File: config.mk
export PLATFORM = sky130hd
export DESIGN_NAME = bcd_setpoint_counter
export DESIGN_NICKNAME = d
export VERILOG_FILES = /design/src/rtl/bcd_setpoint_counter.sv
export SDC_FILE = /design/constraint.sdc
export NUM_CORES = 1
export LEC_CHECK = 0
export ABC_AREA = 1
export CAP_MARGIN = 20
export CELL_PAD_IN_SITES_DETAIL_PLACEMENT = 1
export CELL_PAD_IN_SITES_GLOBAL_PLACEMENT = 1
export CORE_MARGIN = 2
export CORE_UTILIZATION = 35
export DETAILED_ROUTE_END_ITERATION = 6
export GPL_TIMING_DRIVEN = 0
export PLACE_DENSITY_LB_ADDON = 0.1
export SETUP_SLACK_MARGIN = 0.02
export SYNTH_ARGS = -nofsm -noshare
export SYNTH_HDL_FRONTEND = slang
export SYNTH_SLANG_ARGS = --single-unit
File: constraint.sdc
create_clock -name clk -period 1.4 [get_ports clk]
set_input_delay 0.42 -clock clk [delete_from_list [all_inputs] [get_ports clk]]
set_output_delay 0.42 -clock clk [all_outputs]
set_load 0.01 [all_outputs]
File: src/rtl/bcd_setpoint_counter.sv
// rtl/bcd_setpoint_counter.sv - multi-digit BCD setpoint stepped by add/sub keys between MIN_VAL and MAX_VAL
// Hold-to-auto-repeat is built only when BCD_SETPOINT_AUTOREPEAT_EN is defined.
module bcd_setpoint_counter #(
  parameter int DIGITS        = 2,
  parameter int MIN_VAL       = 1,
  parameter int MAX_VAL       = 60,
  parameter int RST_VAL       = 2,
  parameter int WRAP          = 1,
  parameter int HOLD_DELAY    = 50_000_000,
  parameter int REPEAT_PERIOD = 10_000_000
) (
  input  logic                  clk,
  input  logic                  rst,
  input  logic                  key_add,
  input  logic                  key_sub,
  input  logic                  load,
  input  logic [4*DIGITS-1:0]   load_val,
  output logic [4*DIGITS-1:0]   set_val,
  output logic                  at_min,
  output logic                  at_max,
  output logic                  step_p,
  output logic                  limit_p,
  output logic                  load_err
);

  localparam int W = 4 * DIGITS;

  function automatic logic [W-1:0] to_bcd(input int v);
    logic [W-1:0] r;
    int t;
    r = '0;
    t = v;
    for (int i = 0; i < DIGITS; i++) begin
      r[4*i +: 4] = 4'(t % 10);
      t = t / 10;
    end
    return r;
  endfunction

  function automatic logic [W-1:0] bcd_inc(input logic [W-1:0] v);
    logic [W-1:0] r;
    logic c;
    r = v;
    c = 1'b1;
    for (int i = 0; i < DIGITS; i++) begin
      if (c) begin
        if (r[4*i +: 4] == 4'd9) begin
          r[4*i +: 4] = 4'd0;
        end else begin
          r[4*i +: 4] = r[4*i +: 4] + 4'd1;
          c = 1'b0;
        end
      end
    end
    return r;
  endfunction

  function automatic logic [W-1:0] bcd_dec(input logic [W-1:0] v);
    logic [W-1:0] r;
    logic b;
    r = v;
    b = 1'b1;
    for (int i = 0; i < DIGITS; i++) begin
      if (b) begin
        if (r[4*i +: 4] == 4'd0) begin
          r[4*i +: 4] = 4'd9;
        end else begin
          r[4*i +: 4] = r[4*i +: 4] - 4'd1;
          b = 1'b0;
        end
      end
    end
    return r;
  endfunction

  localparam logic [W-1:0] MIN_BCD = to_bcd(MIN_VAL);
  localparam logic [W-1:0] MAX_BCD = to_bcd(MAX_VAL);
  localparam logic [W-1:0] RST_BCD = to_bcd(RST_VAL);

  if (MIN_VAL >= MAX_VAL || MAX_VAL >= 10**DIGITS || RST_VAL < MIN_VAL ||
      RST_VAL > MAX_VAL || HOLD_DELAY < 1 || REPEAT_PERIOD < 1) begin : g_bad_params
    $error("bcd_setpoint_counter: illegal parameter set");
  end

  logic key_add_q, key_sub_q;
  logic inc_req, dec_req;
  logic rep_inc, rep_dec;
  logic do_inc, do_dec;

  assign inc_req = key_add & ~key_add_q & ~key_sub;
  assign dec_req = key_sub & ~key_sub_q & ~key_add;

`ifdef BCD_SETPOINT_AUTOREPEAT_EN
  localparam int RMAX = (HOLD_DELAY > REPEAT_PERIOD) ? HOLD_DELAY : REPEAT_PERIOD;
  localparam int CW   = (RMAX > 1) ? $clog2(RMAX) : 1;

  typedef enum logic [1:0] {IDLE, HOLD, REPEAT} rep_state_t;

  rep_state_t      rep_state;
  logic            dir_up;
  logic [CW-1:0]   rep_cnt;
  logic            keep;
  logic            rep_fire;

  // The repeat only survives while exactly the latched key is down and no load intervenes.
  assign keep     = ~load & (dir_up ? (key_add & ~key_sub) : (key_sub & ~key_add));
  assign rep_fire = keep & (((rep_state == HOLD)   && (rep_cnt == CW'(HOLD_DELAY - 1))) ||
                            ((rep_state == REPEAT) && (rep_cnt == CW'(REPEAT_PERIOD - 1))));
  assign rep_inc  = rep_fire & dir_up;
  assign rep_dec  = rep_fire & ~dir_up;

  always_ff @(posedge clk or posedge rst) begin
    if (rst) begin
      rep_state <= IDLE;
      dir_up    <= 1'b0;
      rep_cnt   <= '0;
    end else if (~load & (inc_req | dec_req)) begin
      rep_state <= HOLD;
      dir_up    <= inc_req;
      rep_cnt   <= '0;
    end else if (rep_state != IDLE && !keep) begin
      rep_state <= IDLE;
      rep_cnt   <= '0;
    end else begin
      case (rep_state)
        HOLD: begin
          if (rep_cnt == CW'(HOLD_DELAY - 1)) begin
            rep_cnt   <= '0;
            rep_state <= REPEAT;
          end else begin
            rep_cnt <= rep_cnt + 1'b1;
          end
        end
        REPEAT: begin
          if (rep_cnt == CW'(REPEAT_PERIOD - 1)) rep_cnt <= '0;
          else                                   rep_cnt <= rep_cnt + 1'b1;
        end
        default: ;
      endcase
    end
  end
`else
  assign rep_inc = 1'b0;
  assign rep_dec = 1'b0;
`endif

  assign do_inc = inc_req | rep_inc;
  assign do_dec = dec_req | rep_dec;

  logic           digits_ok;
  logic           load_ok;
  logic [W-1:0]   next_val;
  logic           next_step, next_limit, next_err;

  // Valid BCD orders the same as plain binary, so range checks compare the raw vectors.
  always_comb begin
    digits_ok = 1'b1;
    for (int i = 0; i < DIGITS; i++) begin
      if (load_val[4*i +: 4] > 4'd9) digits_ok = 1'b0;
    end
    load_ok = digits_ok && (load_val >= MIN_BCD) && (load_val <= MAX_BCD);
  end

  always_comb begin
    next_val   = set_val;
    next_step  = 1'b0;
    next_limit = 1'b0;
    next_err   = 1'b0;
    if (load) begin
      if (load_ok) begin
        next_val  = load_val;
        next_step = (load_val != set_val);
      end else begin
        next_err = 1'b1;
      end
    end else if (do_inc) begin
      if (set_val == MAX_BCD) begin
        next_limit = 1'b1;
        if (WRAP != 0) begin
          next_val  = MIN_BCD;
          next_step = 1'b1;
        end
      end else begin
        next_val  = bcd_inc(set_val);
        next_step = 1'b1;
      end
    end else if (do_dec) begin
      if (set_val == MIN_BCD) begin
        next_limit = 1'b1;
        if (WRAP != 0) begin
          next_val  = MAX_BCD;
          next_step = 1'b1;
        end
      end else begin
        next_val  = bcd_dec(set_val);
        next_step = 1'b1;
      end
    end
  end

  always_ff @(posedge clk or posedge rst) begin
    if (rst) begin
      set_val   <= RST_BCD;
      step_p    <= 1'b0;
      limit_p   <= 1'b0;
      load_err  <= 1'b0;
      key_add_q <= 1'b0;
      key_sub_q <= 1'b0;
    end else begin
      set_val   <= next_val;
      step_p    <= next_step;
      limit_p   <= next_limit;
      load_err  <= next_err;
      key_add_q <= key_add;
      key_sub_q <= key_sub;
    end
  end

  assign at_min = (set_val == MIN_BCD);
  assign at_max = (set_val == MAX_BCD);

endmodule

==> impl_metrics.yaml, run 1 <==
status:
  status: "finished with violations"
  violations: "negative setup slack"
finish:
  area_delta_synth_final_pct: 85.37
  drive_above_1_share_pct: 59.42
  nets: 290
  diodes: 0
  layout.cells.non_filler: 322
  final_util_pct: 68.29
  final_common_cell: "nand2_1"
  layout_common_cells: "nand2_1 (52), buf_4 (42), buf_6 (25)"
  final_area_um2: 2315
global_routing:
  gr-total-overflow: 0
  grt_start_max_net_pins: 14
  grt_pass1_vias: 1757
  grt_pass1_wl_um: 9190
  grt_use_total_pct: 29.47
  antenna_found_initial: 0
yosys:
  synth-xor-area-share_pct: 2.806
  syn_area_um2: 1249
  yosys_warnings: 0
  synth_top_area_share_pct: 24.05
  synth_compound_area_share_pct: 7.816
  avgSynthCellArea_um2: 6.607
  synth_area_leaders: "dfrtp_1 (24%), nand2_1 (21%), nand3_1 (5.6%)"
  ys_seq_elements: 13
  synthMuxAreaShare_pct: 0
  synth_cell_type_count: 31
  ys_seq_area_share_pct: 26.15
  synthSimpleGateAreaFrac_pct: 52.51
  synthAdderAreaFrac_pct: 0
  synth_top_family_by_area: "simple AND/OR/NAND/NOR gates"
  synth_top_area_cell: "dfrtp_1"
  synth_fp_nets: 202
  synthCells: 189
cts:
  clock_sinks: 13
  cts_root_buffer: "clkbuf_4"
  clk-insertion-delay-late_ps: 270
  cts.clk_slew.worst_paths_ps: 80
  cts_buffers: 3
  cts_tree: "built"
  ctsLongestPathBuffers: 2
  htree_levels: 1
  ctsHoldBuffers: 0
critical_path:
  critPathKind: "flip-flop to output port"
  cp_cell_sequence: "inv_2 > nand2_1 > nor2_2 > nand2_4 > inv_2 > buf_6"
  worstSetupEndpointType: "output port"
  path_common_cell: "inv_2"
  crit_required_ps: 980
  cp_slowest_cell: "dfrtp_2"
  path_max_fanout: 4
  max_stage_delay_ps: 480
  cp_top_family: "flip-flops"
  worst-path-buf-inv: 3
  critPathLaunchType: "flip-flop"
  worstPathArrival_ps: 1390
pwr:
  total_power_mw: 3.264
  leakage_nw: 1.179
  irDropWorstVdd_mv: 0.9792
  powerDensity_nw_per_um2: 1410
placement:
  place_area_um2: 1556
  placedCellCount: 260
  dp_hpwl_um: 3019
  numPortBuffers: 25
  gp_congestion: 0.8143
route:
  wl_um: 7553
  firstDrtPassIters: 4
  drtIter0Drc: 139
  ant_nets: 0
  vias: 1784
  routedWlPerCell_um: 23.46
  viasPerCell: 5.540
  drc: 0
sta:
  clock.fmax_mhz: 552.0
  min_period_ps: 1811
  tightest_slew_ps: 521.3
  grt_setup_unrepaired: "true"
  setup_viol: 19
  slew_viol_final: 0
  relSlewSlack_pct: 65.21
  setup_ws_ps: -411.5
  hold_viol_final: 0
  fin_crit_sh_pct: 129.4
  fin_worst_skew_ps: 1.362
hold_path:
  min_path_type: "primary input to flip-flop"
floorplan:
  dieHeight_um: 63.73
  io_pins: 26
  core-area_um2: 3390
  start_util_pct: 36.84
  rows: 21
  die_area_um2: 4062
  die_x_um: 63.73
job:
  drv_cap: 0
worst paths after layout:
kind	from	end	cells after the start	slack, ps
worst max-delay path	set_val[7]$_DFFE_PP0P_	at_max	6	-410
worst min-delay path	key_sub	key_sub_q$_DFF_PP0_	1	420
worst max register to register	set_val[7]$_DFFE_PP0P_	set_val[5]$_DFFE_PP0P_	12	-380
worst min register to register	key_sub_q$_DFF_PP0_	limit_p$_DFF_PP0_	3	650
max in group asynchronous	rst	set_val[2]$_DFFE_PP0P_	2	480
min in group asynchronous	rst	load_err$_DFF_PP0_	2	550
routing by layer:
layer | up-vias | wire length, um | GRT usage, %
li1 | 775 | - | -
met3 | 40 | 374 | 1.761
met5 | - | 0 | 0
met1 | 879 | 3006 | 35.31
met2 | 90 | 3803 | 55.00
met4 | 0 | 368 | 10.87
per-stage QoR:
| step | hold slack (ps) | worst slack (ps) | TNS, ps |
|---|---|---|---|
| after floorplan | 296.2 | 33.35 | 0 |
| after global placement | 525.3 | -514.1 | -6167 |
| after detailed placement | 542.9 | -547.7 | -6760 |
| after CTS | 410.1 | -287.7 | -1400 |
| after global routing | 437.0 | -426.4 | -4595 |
| final | 416.3 | -411.5 | -3952 |
sequential cells by signal, indices dropped and copies added (netlist names):
name,cells
set_val,8
key_add_q,1
key_sub_q,1
limit_p,1
load_err,1
step_p,1
what timing repair did:
action | 4_1_cts | 5_1_grt
setup endpoints to repair | 23 | 22
buffers inserted | 75 | 24
pin swaps | 27 | 38
gates resized for setup | 110 | 56
power by group:
part,switching [mW],internal [mW],total [mW]
registers,0.140,0.466,0.606
logic,1.28,1.15,2.42
clock network,0.124,0.110,0.235
total,1.54,1.72,3.26
cells in the mapped netlist:
| master | count |
|---|---|
| and2_4 | 1 |
| inv_1 | 14 |
| buf_6 | 3 |
| nand2_4 | 5 |
| o21ai_1 | 2 |
| o211ai_1 | 1 |
| nand3b_1 | 1 |
| nand2_1 | 71 |
| a21oi_1 | 2 |
| clkbuf_8 | 1 |
| o21ai_2 | 1 |
| a211oi_1 | 1 |
| or2_0 | 3 |
| xor2_1 | 1 |
| o2111a_1 | 1 |
| nand3_4 | 2 |
| dfrtp_1 | 12 |
| nand3_2 | 3 |
| dfstp_2 | 1 |
| nor2_2 | 6 |
| a21boi_1 | 1 |
| nand2_2 | 4 |
| clkbuf_1 | 1 |
| nand3_1 | 14 |
| nor3_1 | 1 |
| nor2_4 | 2 |
| o21ai_0 | 7 |
| nand4_1 | 5 |
| nor2_1 | 11 |
| inv_2 | 8 |
| xnor2_1 | 3 |
cell type report:
class	count	area [um2]
inverter	22	85.08
clock buffer	4	26.28
multi-input combinational	149	1036
buffer	5	56.30
timing repair buffer	83	720.7
tap	46	57.56
sequential	13	332.8
fill	418	1075
cells by family after synthesis:
family,after synthesis
AO/OA/AOI/OAI,16
XOR/XNOR,4
buffers and inverters,27
flip-flops,13
AND/OR/NAND/NOR,129
No activity file was read; power rests on OpenSTA's default activity.
==> inputs of run 2 (changes only) <==
--- a/config.mk
+++ b/config.mk
@@ -6,7 +6,6 @@
 export NUM_CORES = 1
 export LEC_CHECK = 0
 export ABC_AREA = 1
-export CAP_MARGIN = 20
 export CELL_PAD_IN_SITES_DETAIL_PLACEMENT = 1
 export CELL_PAD_IN_SITES_GLOBAL_PLACEMENT = 1
 export CORE_MARGIN = 2
@@ -14,6 +13,7 @@
 export DETAILED_ROUTE_END_ITERATION = 6
 export GPL_TIMING_DRIVEN = 0
 export PLACE_DENSITY_LB_ADDON = 0.1
+export REMOVE_ABC_BUFFERS = 1
 export SETUP_SLACK_MARGIN = 0.02
 export SYNTH_ARGS = -nofsm -noshare
 export SYNTH_HDL_FRONTEND = slang
==> run 2 against run 1 <==
Effect of this change: the run still ends with negative setup slack left; routed wire length decreased by 21%; combinational power decreased by 18%; die area unchanged; power decreased by 13%; clock power increased by 9.8%; via count decreased by 9.3%; cell count decreased by 6.5%; highest routed layer unchanged; global-route usage decreased by 5.7 points; sequential share of layout area increased by 1.7 points; critical path type unchanged; non-clock buffer count decreased by 22; critical path depth increased by 1.
==> impl_metrics.yaml, run 2 (synthesis gave the netlist of run 1 again) <==
floorplan:
  io_pins: 26
  die_x_um: 63.73
  die_area_um2: 4062
  rows: 21
  core-area_um2: 3390
  start_util_pct: 36.84
  dieHeight_um: 63.73
placement:
  placedCellCount: 255
  dp_hpwl_um: 2789
  numPortBuffers: 25
  gp_congestion: 0.8491
finish:
  area_delta_synth_final_pct: 66.83
  nets: 269
  nFillCells: 426
  final_util_pct: 61.46
  diodes: 0
  drive_above_1_share_pct: 51.37
  final_common_cell: "nand2_1"
  register_area_um2: 335.3
  layout_common_cells: "nand2_1 (61), buf_4 (27), buf_6 (23)"
  largest_register_ffs: 8
  largest_register: "set_val"
  multi_input_area_um2: 974.7
  layout.cells.non_filler: 301
sta:
  min_period_ps: 1786
  hold_slack_ps: 387.8
  setup_ws_ps: -385.7
  clock.fmax_mhz: 560.0
  hold_viol_final: 0
  tightest_slew_ps: 529.9
  slew_viol_final: 0
  fin_crit_sh_pct: 127.6
  setup_viol: 17
  tns_ps: -3249
  relSlewSlack_pct: 64.63
  grt_setup_unrepaired: "true"
  fin_worst_skew_ps: 0.4236
critical_path:
  worstSetupEndpointType: "output port"
  crit_required_ps: 980
  path_max_fanout: 3
  critPathLaunchType: "flip-flop"
  critPathKind: "flip-flop to output port"
  worstPathArrival_ps: 1370
status:
  status: "finished with violations"
  violations: "negative setup slack"
cts:
  ctsHoldBuffers: 0
  htree_levels: 1
  cts_buffers: 3
  cts_tree: "built"
  clock_sinks: 13
  cts.clk_slew.worst_paths_ps: 90
  cts_root_buffer: "clkbuf_4"
  ctsLongestPathBuffers: 2
  clk-insertion-delay-late_ps: 290
route:
  firstDrtPassIters: 4
  drtIter0Drc: 80
  viasPerCell: 5.375
  vias: 1618
  drc: 0
  routedWlPerCell_um: 19.86
  ant_nets: 0
  wl_um: 5978
global_routing:
  gr-total-overflow: 0
  grt_pass1_vias: 1513
  antenna_found_initial: 0
  grt_pass1_wl_um: 7527
  grt_start_max_net_pins: 14
  grt_use_total_pct: 23.80
pwr:
  leakage_nw: 1.053
  powerDensity_nw_per_um2: 1359
  irDropWorstVdd_mv: 0.7764
job:
  drv_cap: 0
hold_path:
  min_path_type: "primary input to flip-flop"
==> run 2: final timing paths <==
path | start | end | slack [ps] | depth (start not counted)
setup / recovery | set_val[3]$_DFFE_PP0P_ | at_max | -390 | 7
hold / removal | key_sub | key_sub_q$_DFF_PP0_ | 390 | 1
setup reg to reg | set_val[4]$_DFFE_PP0P_ | set_val[5]$_DFFE_PP0P_ | -300 | 12
hold reg to reg | key_sub_q$_DFF_PP0_ | limit_p$_DFF_PP0_ | 610 | 3
max in group asynchronous | rst | set_val[5]$_DFFE_PP0P_ | 560 | 2
min in group asynchronous | rst | step_p$_DFF_PP0_ | 460 | 2
==> run 2: where the power goes <==
| part | internal, mW | switching (mW) |
|---|---|---|
| Clock | 0.111 | 0.147 |
| Combinational | 0.915 | 1.06 |
| Sequential | 0.469 | 0.126 |
==> run 2: layout make-up <==
class	instances	area share [%]
clock buffer	4	1.261
inverter	22	4.444
multi-input combinational	150	46.79
sequential	13	16.10
tap	46	2.763
timing repair buffer	66	28.65
==> run 2: layer usage <==
layer | global-route usage [%] | part of all wire, % | up-vias
li1 | - | - | 735
met1 | 31.79 | 42 | 813
met2 | 41.71 | 51 | 52
met3 | 1.408 | 3.6 | 18
met4 | 6.250 | 2.9 | 0
met5 | 0 | 0 | -
==> run 2: what timing repair did <==
item,4_1_cts,5_1_grt
gates cloned,1,0
endpoints found under the hold margin,0,0
gates resized for setup,101,40
endpoints found under the setup margin,23,20
pin swaps,9,21
buffers inserted,26,15
==> run 2: critical path, stage by stage, from the launching register on <==
cell,delay (ps)
dfrtp_2,450
buf_6,140
nor2_4,130
nand2_2,70
inv_2,70
nand2_4,60
inv_4,60
buf_6,90
==> run 2: through the flow <==
step                      power (mW)  setup WS, ps  instance area, um2
after floorplan                1.264         47.99                1197
after global routing           2.995        -435.8                2083
after global placement         1.626        -753.8                1505
after detailed placement       1.655        -753.0                1505
final                          2.832        -385.7                2083
after CTS                      2.309        -326.4                1856
